`config.mk`:
```
export PLATFORM = sky130hd
export DESIGN_NAME = menu_anim_sequencer
export DESIGN_NICKNAME = d
export VERILOG_FILES = /design/src/rtl/menu_anim_sequencer.sv
export SDC_FILE = /design/constraint.sdc
export NUM_CORES = 1
export LEC_CHECK = 0
export ABC_AREA = 0
export ABC_CLOCK_PERIOD_IN_PS = 5300
export CORE_ASPECT_RATIO = 0.5
export CORE_UTILIZATION = 43
export CTS_CLUSTER_DIAMETER = 40
export DETAILED_ROUTE_END_ITERATION = 12
export PLACE_DENSITY = 0.74
export SYNTH_ARGS = -nofsm -noshare
export SYNTH_HDL_FRONTEND = slang
export SYNTH_SLANG_ARGS = --single-unit
```
`constraint.sdc`:
```
create_clock -name Clk -period 5.3 [get_ports Clk]
set_input_delay 1.325 -clock Clk [delete_from_list [all_inputs] [get_ports Clk]]
set_output_delay 1.325 -clock Clk [all_outputs]
set_load 0.05 [all_outputs]
```
`src/rtl/menu_anim_sequencer.sv`:
```
// Start-menu sprite sequencer: maps the scan position to frame-RAM addresses, alternates
// between two menu frames, and blinks the menu after the start key before reporting done.
//
// state   | meaning
// --------+-------------------------------------------------------------
// IDLE    | menu inactive; frame 0 selected, counters loaded, visible
// ANIMATE | frames alternate every HOLD_FRAMES video frames
// BLINK   | frame frozen; visibility toggles every BLINK_PERIOD frames
// DONE    | blink finished; menu_done high until menu_en drops
module menu_anim_sequencer #(
    parameter int          IMG_W        = 120,
    parameter int          IMG_H        = 100,
    parameter int          X0           = 200,
    parameter int          Y0           = 140,
    parameter int          HOLD_FRAMES  = 30,
    parameter int          BLINK_PERIOD = 8,
    parameter int          BLINK_COUNT  = 6,
    parameter logic [23:0] KEY_COLOR    = 24'hFF0000
) (
    input  logic        Clk,
    input  logic        Reset_n,
    input  logic        menu_en,
    input  logic        frame_start,
    input  logic        key_start,
    input  logic [9:0]  DrawX,
    input  logic [9:0]  DrawY,
    output logic [18:0] read_address,
    input  logic [23:0] data_in_0,
    input  logic [23:0] data_in_1,
    output logic [23:0] pixel_rgb,
    output logic        pixel_valid,
    output logic        menu_done
);

    localparam logic [1:0] ST_IDLE    = 2'd0;
    localparam logic [1:0] ST_ANIMATE = 2'd1;
    localparam logic [1:0] ST_BLINK   = 2'd2;
    localparam logic [1:0] ST_DONE    = 2'd3;

    localparam logic [9:0] X_LO = 10'(X0);
    localparam logic [9:0] X_HI = 10'(X0 + 2 * IMG_W);
    localparam logic [9:0] Y_LO = 10'(Y0);
    localparam logic [9:0] Y_HI = 10'(Y0 + 2 * IMG_H);

    localparam int CNT_MAX = (HOLD_FRAMES > BLINK_PERIOD) ? HOLD_FRAMES : BLINK_PERIOD;
    localparam int CW      = (CNT_MAX > 1) ? $clog2(CNT_MAX) : 1;
    localparam int BW      = $clog2(BLINK_COUNT + 1);

    localparam logic [CW-1:0] HOLD_LOAD  = CW'(HOLD_FRAMES - 1);
    localparam logic [CW-1:0] BLINK_LOAD = CW'(BLINK_PERIOD - 1);

    logic [1:0]    state;
    logic          cur_frame;
    logic          visible;
    logic [CW-1:0] hold_cnt;
    logic [BW-1:0] blink_left;

    logic          in_region;
    logic [9:0]    rel_x;
    logic [9:0]    rel_y;
    logic [18:0]   addr_next;
    logic          in_region_q;
    logic          in_region_d;
    logic          sel_d;
    logic [23:0]   data_sel;
    logic          show;
    logic          valid_next;

    assign in_region = (DrawX >= X_LO) && (DrawX < X_HI) && (DrawY >= Y_LO) && (DrawY < Y_HI);
    assign rel_x     = DrawX - X_LO;
    assign rel_y     = DrawY - Y_LO;
    // Each RAM pixel covers a 2x2 block of screen pixels.
    assign addr_next = in_region ? (19'(rel_y >> 1) * 19'(IMG_W) + 19'(rel_x >> 1)) : '0;

    assign data_sel   = sel_d ? data_in_1 : data_in_0;
    assign show       = (state == ST_ANIMATE) || ((state == ST_BLINK) && visible);
    assign valid_next = in_region_d && (data_sel != KEY_COLOR) && show && menu_en;
    assign menu_done  = (state == ST_DONE);

    always_ff @(posedge Clk) begin
        if (!Reset_n) begin
            read_address <= '0;
            in_region_q  <= 1'b0;
            in_region_d  <= 1'b0;
            sel_d        <= 1'b0;
            pixel_rgb    <= '0;
            pixel_valid  <= 1'b0;
        end else begin
            read_address <= addr_next;
            in_region_q  <= in_region;
            in_region_d  <= in_region_q;
            sel_d        <= cur_frame;
            pixel_valid  <= valid_next;
            pixel_rgb    <= valid_next ? data_sel : '0;
        end
    end

    // cur_frame only moves on frame_start, so a visible frame never tears mid-scan.
    always_ff @(posedge Clk) begin
        if (!Reset_n) begin
            state      <= ST_IDLE;
            cur_frame  <= 1'b0;
            visible    <= 1'b1;
            hold_cnt   <= HOLD_LOAD;
            blink_left <= '0;
        end else if (!menu_en) begin
            state      <= ST_IDLE;
            cur_frame  <= 1'b0;
            visible    <= 1'b1;
            hold_cnt   <= HOLD_LOAD;
            blink_left <= '0;
        end else begin
            case (state)
                ST_IDLE: begin
                    state    <= ST_ANIMATE;
                    hold_cnt <= HOLD_LOAD;
                end
                ST_ANIMATE: begin
                    if (key_start) begin
                        state      <= ST_BLINK;
                        hold_cnt   <= BLINK_LOAD;
                        blink_left <= BW'(BLINK_COUNT);
                        visible    <= 1'b1;
                    end else if (frame_start) begin
                        if (hold_cnt == '0) begin
                            hold_cnt  <= HOLD_LOAD;
                            cur_frame <= ~cur_frame;
                        end else begin
                            hold_cnt <= hold_cnt - CW'(1);
                        end
                    end
                end
                ST_BLINK: begin
                    if (frame_start) begin
                        if (hold_cnt == '0) begin
                            hold_cnt   <= BLINK_LOAD;
                            visible    <= ~visible;
                            blink_left <= blink_left - BW'(1);
                            if (blink_left == BW'(1)) begin
                                state <= ST_DONE;
                            end
                        end else begin
                            hold_cnt <= hold_cnt - CW'(1);
                        end
                    end
                end
                default: begin
                    state <= ST_DONE;
                end
            endcase
        end
    end

endmodule

```
== After elaboration in Yosys (flattened, before gate mapping) ==
Cells that the tools add are included.
Storage, ports and cells
  flip-flop bits (word level): 59
  word-level logic and storage cells: 73
  output and inout bits: 45
  input bits: 73
Operators by class
  mux-type cells: 20
  $lt $le $gt $ge: 4
  reduce and logical (&&, ||, !) cells: 19
  multiply operators: 1
  equal/unequal tests: 10
  add/sub/neg operators: 5
  bitwise logic cells: 3
Operators by type and width (number)
  $mux W5: 5
  $mux W24: 1
  $ne A24 B24 Y1 const B: 1
  $ge A10 B8 Y1 const B: 2
  $lt A10 B9 Y1 const B: 2
  $sub A10 B8 Y10 const B: 2
  $add A16 B9 Y17: 1
  $pmux W5 S3: 1
  $mul A9 B4 Y13 const B: 1
  $reduce_and A4 Y1: 3
  $mux W3: 3
  $mux W2: 4
  $logic_and A1 B1 Y1: 7
  $pmux W2 S3: 1
  $pmux W3 S2: 1
  $reduce_and A2 Y1: 3
  $logic_not A5 Y1: 1
  $sub A5 B1 Y5 const B: 1
  $eq A2 B2 Y1 const B: 2
  $ne A2 B1 Y1 const B: 2
  $ne A2 B2 Y1 const B: 2
  $eq A3 B1 Y1 const B: 1
  $mux W1: 3
  $ne A3 B3 Y1 const B: 1
  9 further kinds: 11

== Longest topological paths before layout ==
Gate-level depths: netlist (run 1).
  depth in word-level cells: 6
  mapped depth: 17
  gate-level depth less buffers: 16

== Worst setup path after synthesis (run 1) ==
OpenSTA, ideal clock, no wires.
  path kind: input to register
  start: in DrawY[2]
  end: reg read_address[15]
  path slack: 0.547 ns
  library setup time: 0.070 ns
  data required time: 5.230 ns
  stages: 14
  buffers on the path: 0
  arrival: 4.684 ns
  cells stage by stage: ha_1 -> xnor2_1 -> ha_1 -> xor2_1 -> fa_1 -> inv_1 -> ha_1 -> xnor2_1 -> ha_1 -> a21o_1 -> a31o_2 -> nor2b_1 -> a31o_2 -> a21oi_1
Between the ends
  word-level cells in the longest chain between the ends: 4
  elaborated cells between the ends (all ways): 8
  those cells by class: add/sub (2); mul (1); order compare (2); reduce/logical (3)
RTL lines
  from (decl): line 26  | input logic [9:0] DrawY,
  branches (longest 4 deep; another with $add A16 B9 Y17)
  to (signal assigned): line 89  | read_address <= addr_next;
  to (decl): line 27  | output logic [18:0] read_address,
Several ways; the timed one is not identified.
A chain may end at the register's enable or synchronous reset.

== Worst setup path in the final report (run 1) ==
Ends and elaborated chain as after synthesis.

==> results.md, run 1 <==
* Status: finished clean
* Kind of critical path: input pin to flip-flop
* Place WS at -2.01 ps
* Starting DRT DRC Count at 185
* Seq cells post-synth at 57
* Yosys top cell by area: dfxtp_1
* Syn Inst Count at 449
* Post-synth top area share at 29.5%
* Hold Crit Class: flip-flop to flip-flop
* Max-slew headroom at 39.9%
* Setup crit end kind: flip-flop
* Top-count cell post-synth: dfxtp_1
* RSZ-0062 raised after global routing: false
* Number of global-route vias before repair at 3398
* Routability cong. at 0.878
* Total power at 1.93 mW
* Psw at 0.694 mW
* Clock share of power at 26.4%
* Clock transition time at the flip-flop clock pins of the worst setup and hold paths at 50 ps
* Area growth syn-to-layout at 41.3%
* Vias per cell at 5.00
* Initial Utilization at 44.4%
* CTS max path bufs at 2
* Post-Synth XOR/XNOR Area at 7.93%
* Synthesized cell area at 3870 sq um
* Ant. Diodes at 0
* DP Cell Count at 685
* Clock Latency Late Sink at 320 ps
* Residual DRC count at 0
* Top FF cell, synth: dfxtp_1
* CTS tree: yes
* Root Buffer: clkbuf_16
* Nets at 697
* Largest net degree at the start of global routing at 26
* Die span in x at 136 um
* Leakage at 2.24 nW
* Clock skew at 6.70 ps
* Share of power burned in registers at 22.9%
* TNS Setup at 0 ps
* Die height at 69.1 um
* Core Region at 8710 sq um
* Worst slew pin tran at 902 ps
* Most frequent cells after synthesis: dfxtp_1 (57), nor2_1 (55), inv_1 (42), ha_1 (37), mux2i_1 (26)
* MaxCap Viol Count at 0
* Initial antenna violation count at 0
* Yosys Warn Count at 0
* Drt total wl at 8850 um
* Die area at 9400 sq um
* CP Max Fanout at 4
* Main area contributors after synthesis: dfxtp_1 (30%), ha_1 (12%), mux2i_1 (6.7%)
* Row cnt at 24
* I/O pins at 118
* Inserted Clock Buffers at 9
* Crit path DAT at 5080 ps
* ANT nets after route at 0
* Clk sink count at 57
* GRT overflow at 0
* Post-Synth Simple-Gate Area at 19.2%
* Distinct cells, synth at 59
* Fraction of the cycle the final worst path needs at 91.1%
* Pint at 1.23 mW
* Critical path data required time at 5550 ps
* Synth Area in Compound Gates at 13.6%
* Max VDD drop at 0.169 mV
* Minimum clock period at 4830 ps
* Pwr/cell area at 353 nW/um^2
* Main combinational cell family by area after synthesis: simple AND/OR/NAND/NOR gates
* First-pass GRT wire length at 15000 um
* Max frequency at 207 MHz
* Share of layout cells above drive strength 1 at 7.55%
* H-tree depth at 3
* Post-synthesis sequential area ratio at 29.5%
* Hold buffers post-CTS at 0
* Adder-Cell Fraction of Synth Area at 16.1%
* Global router's overall resource usage at 19.8%
* Post-CTS setup buffers at 0
* DP Wirelength at 7050 um
* Wire per inst at 12.6 um
* Mux cell area share after synthesis at 6.73%
* Port-buffer cells at 114
* Fin. max-slew vios at 0
* Worst setup SP type: input pin
* Post-synth EDFFs at 0
* FFs w/ async S/R, synth at 0%
* Power share of the combinational group at 50.7%
* Net Sw Frac at 36.0%
* Slack of the critical path at 472 ps
* Final Hold Viols at 0
* Post-Layout Cell Count at 700
* Via count at 3502
* Average footprint of a synthesized cell at 8.61 sq um
* Setup-failing EPs final at 0
* Drt first pass iters at 4
[worst max-delay path, stage by stage]
cell and delay (ps):
clkdlybuf4s50_1 530, inv_1 80, ha_1 350, ha_1 320, xor2_1 180, fa_1 500
inv_1 40, ha_1 340, xnor2_1 150, ha_1 320, a21o_1 170, a31o_2 230
nor2b_1 160, a31o_2 250, a21oi_1 120
[kinds of logic after synthesis]
kind of cell	Yosys count
compound gates	81
other cells	1
fa+ha+maj	45
mux	26
simple gates	147
xor+xnor	35
buf+inv	57
flops	57
[registers in the layout, indices dropped and copies added (netlist names), 2 cells and up]
signal / flops
hold_cnt: 5
pixel_rgb: 24
state: 2
blink_left: 3
read_address: 17
[metal layers]
layer	vias to the layer above	share of wire, %	global-route usage [%]	wire [um]
li1	1801	-	-	-
met2	82	49	35.8	4300
met1	1606	45	23.3	3990
met5	-	0	0	0
met3	13	4.8	3.97	428
met4	0	1.5	6.42	133
[power by group through the flow]
stage | Combinational (mW) | Sequential (mW) | Clock, mW
2_1_floorplan | 0.697 | 0.462 | 0
3_3_place_gp | 0.953 | 0.449 | 0
3_5_place_dp | 0.969 | 0.449 | 0
4_1_cts | 0.977 | 0.441 | 0.517
5_1_grt | 1.11 | 0.441 | 0.540
6_report | 0.978 | 0.441 | 0.509
[cell type report]
cell class                 instances  area (sq um)
tap                              117           146
fill                             765          3250
clock inverter                     4          20.0
multi-input combinational        336          2470
sequential                        57          1140
clock buffer                      11           243
inverter                          43           161
timing repair buffer             132          1280
[cell usage in the layout, fill, tap and decap left out, types with 4 or more instances in the layout]
cell             count
clkbuf_16            9
o21ai_0             19
a21oi_1             22
nor2_1              55
nor3_1               8
xor2_1              11
clkinv_2             4
nand3_1              8
dfxtp_1             57
ha_1                37
nand2_1             24
inv_1               42
buf_4               18
and2_1               5
clkdlybuf4s50_1    114
nor4b_1              5
a21o_1               8
nor2b_1              8
fa_1                 8
nand4_1              5
mux2i_1             26
nand2b_1             8
xnor2_1             24
[path summary, 6_finish.rpt]
check	startpoint	end	slack, ps	cells after the start
setup / recovery	DrawY[2]	read_address[15]	470	15
hold / removal	in_region_q	in_region_d	440	1
setup reg to reg	sel_d	pixel_rgb[6]	2450	6
hold reg to reg	in_region_q	in_region_d	440	1
[timing repair]
item	in CTS	in global routing
gates resized for setup	0	2
endpoints found under the setup margin	0	3
hold endpoints to repair	0	0
[through the flow]
| stage | hold slack [ps] | utilization (%) | instance area, sq um |
|---|---|---|---|
| floorplan | 412 | - | 3870 |
| global placement | 418 | 59.6 | 5190 |
| detailed placement | 425 | 59.6 | 5190 |
| CTS | 444 | 62.6 | 5450 |
| global route | 463 | 62.7 | 5460 |
| finish | 443 | 62.7 | 5460 |
Note: power is estimated with default switching activity, not from simulation.
==> run 2: changes to the inputs <==
- CORE_MARGIN: default -> 2
==> run 2 against run 1 <==
Compared with the run above: clock-buffer cell count unchanged; flip-flop and latch count stayed put; die area increased by 4.4%; largest cell class unchanged; clock power grew 24%; largest power group unchanged.
==> results.md, run 2 (synthesis results as in run 1) <==
* Clk sink count at 57
* I/O pins at 118
* Drt first pass iters at 4
* CTS tree: yes
* Fraction of the cycle the final worst path needs at 91.2%
* Clock transition time at the flip-flop clock pins of the worst setup and hold paths at 50 ps
* Ant. Diodes at 0
* Power share of the combinational group at 48.0%
* Post_cts resized at 0
* DP Wirelength at 7060 um
* Critical Path Source: DrawY[2]
* Die span in x at 138 um
* First-pass GRT wire length at 15300 um
* GRT overflow at 0
* Initial Utilization at 44.4%
* CP Max Fanout at 4
* FF-to-FF End: pixel_rgb[3]
* Root Buffer: clkbuf_16
* Core Region at 8710 sq um
* Setup crit end kind: flip-flop
* Via count at 3464
* Worst r2r src: sel_d
* Starting DRT DRC Count at 153
* Kind of critical path: input pin to flip-flop
* Cell count of the worst reg-to-reg path at 7
* Max frequency at 207 MHz
* Number of global-route vias before repair at 3435
* Setup-failing EPs final at 0
* Final Hold Viols at 0
* Post-CTS setup buffers at 0
* Port-buffer cells at 114
* Minimum clock period at 4830 ps
* Largest regs: pixel_rgb (24), read_address (17), hold_cnt (5)
* Global router's overall resource usage at 19.1%
* Worst slew pin tran at 849 ps
* Clock share of power at 30.6%
* H-tree depth at 3
* RSZ-0062 raised after global routing: false
* Routability cong. at 0.822
* TNS Setup at 0 ps
* Crit path DAT at 5080 ps
* Leakage at 2.27 nW
* Commonest non-fill, non-tap cell in the layout: clkdlybuf4s50_1
* Inserted Clock Buffers at 9
* Hold Crit Class: flip-flop to flip-flop
* ANT nets after route at 0
* R2r setup slk at 2290 ps
* Row cnt at 24
* Pint at 1.35 mW
* Wire per inst at 12.7 um
* Drt total wl at 8870 um
* Vias per cell at 4.94
* Clock Latency Late Sink at 320 ps
* Net Sw Frac at 34.2%
* Hold buffers post-CTS at 0
* Final hold slack at 451 ps
* Largest net degree at the start of global routing at 31
* CTS max path bufs at 2
* End point of the critical path: read_address[16]
* Clock skew at 6.83 ps
* Nets at 697
* Share of power burned in registers at 21.4%
* Worst setup SP type: input pin
* Critical path data required time at 5540 ps
* Fin. max-slew vios at 0
* Die height at 71.1 um
* Psw at 0.705 mW
* Pwr/cell area at 372 nW/um^2
* Initial antenna violation count at 0
* Reg with most FFs: pixel_rgb
* Area growth syn-to-layout at 43.2%
* Residual DRC count at 0
* Number of flip-flops in the largest register at 24
* # fillers at 737
* Die area at 9810 sq um
* Most frequent cells in the layout: clkdlybuf4s50_1 (114), dfxtp_1 (57), nor2_1 (55)
* Max VDD drop at 0.194 mV
* Share of layout cells above drive strength 1 at 8.05%
* MaxCap Viol Count at 0
* Hold path startpoint: in_region_q
* Max-slew headroom at 43.4%
* Status: finished clean
## run 2: critical path, stage by stage
cell	delay, ps
clkdlybuf4s50_1	470
ha_1	280
nor3_1	180
xnor2_1	200
inv_1	120
ha_1	290
inv_1	50
fa_1	490
inv_1	40
ha_1	300
buf_4	150
a21oi_1	220
a21boi_0	180
nand4b_1	230
o21ba_2	280
nand2_1	80
nor3_1	190
## run 2: layer usage
layer | vias up | wire length [um] | GRT usage, %
met5 | - | 0 | 0
met4 | 0 | 244 | 7.37
met3 | 18 | 378 | 5.01
met2 | 81 | 4160 | 33.5
met1 | 1555 | 4090 | 22.9
li1 | 1810 | - | -
## run 2: how the worst min path moves through the flow
stage	to	slack, ps	cells after the start
global placement	in_region_d	420	1
finish	in_region_d	450	1
CTS	in_region_d	450	1
global route	in_region_d	490	1
floorplan	in_region_d	410	1
detailed placement	in_region_d	430	1
## run 2: power groups by stage
stage	sequential (mW)	combinational (mW)	clock (mW)
after floorplan	0.462	0.697	0
after global placement	0.449	0.957	0
after detailed placement	0.449	0.973	0
after CTS	0.440	0.979	0.642
after global routing	0.441	1.11	0.667
final	0.440	0.989	0.629
## run 2: per-stage QoR
step           utilization (%)  cells  setup slack (ps)  power (mW)  cell area (sq um)
2_1_floorplan                -    450               547        1.16               3870
3_3_place_gp              59.6    685              73.0        1.41               5190
3_5_place_dp              59.6    685              62.4        1.42               5190
4_1_cts                   63.4    701               364        2.06               5520
5_1_grt                   63.6    701              89.8        2.22               5540
6_report                  63.6    701               465        2.06               5540
## run 2: final cells by class
type | count | area (sq um) | area share, %
multi-input combinational | 336 | 2480 | 44.8
clock inverter | 5 | 77.6 | 1.40
sequential | 57 | 1140 | 20.6
tap | 117 | 146 | 2.64
timing repair buffer | 132 | 1280 | 23.0
inverter | 43 | 161 | 2.91
clock buffer | 11 | 253 | 4.56
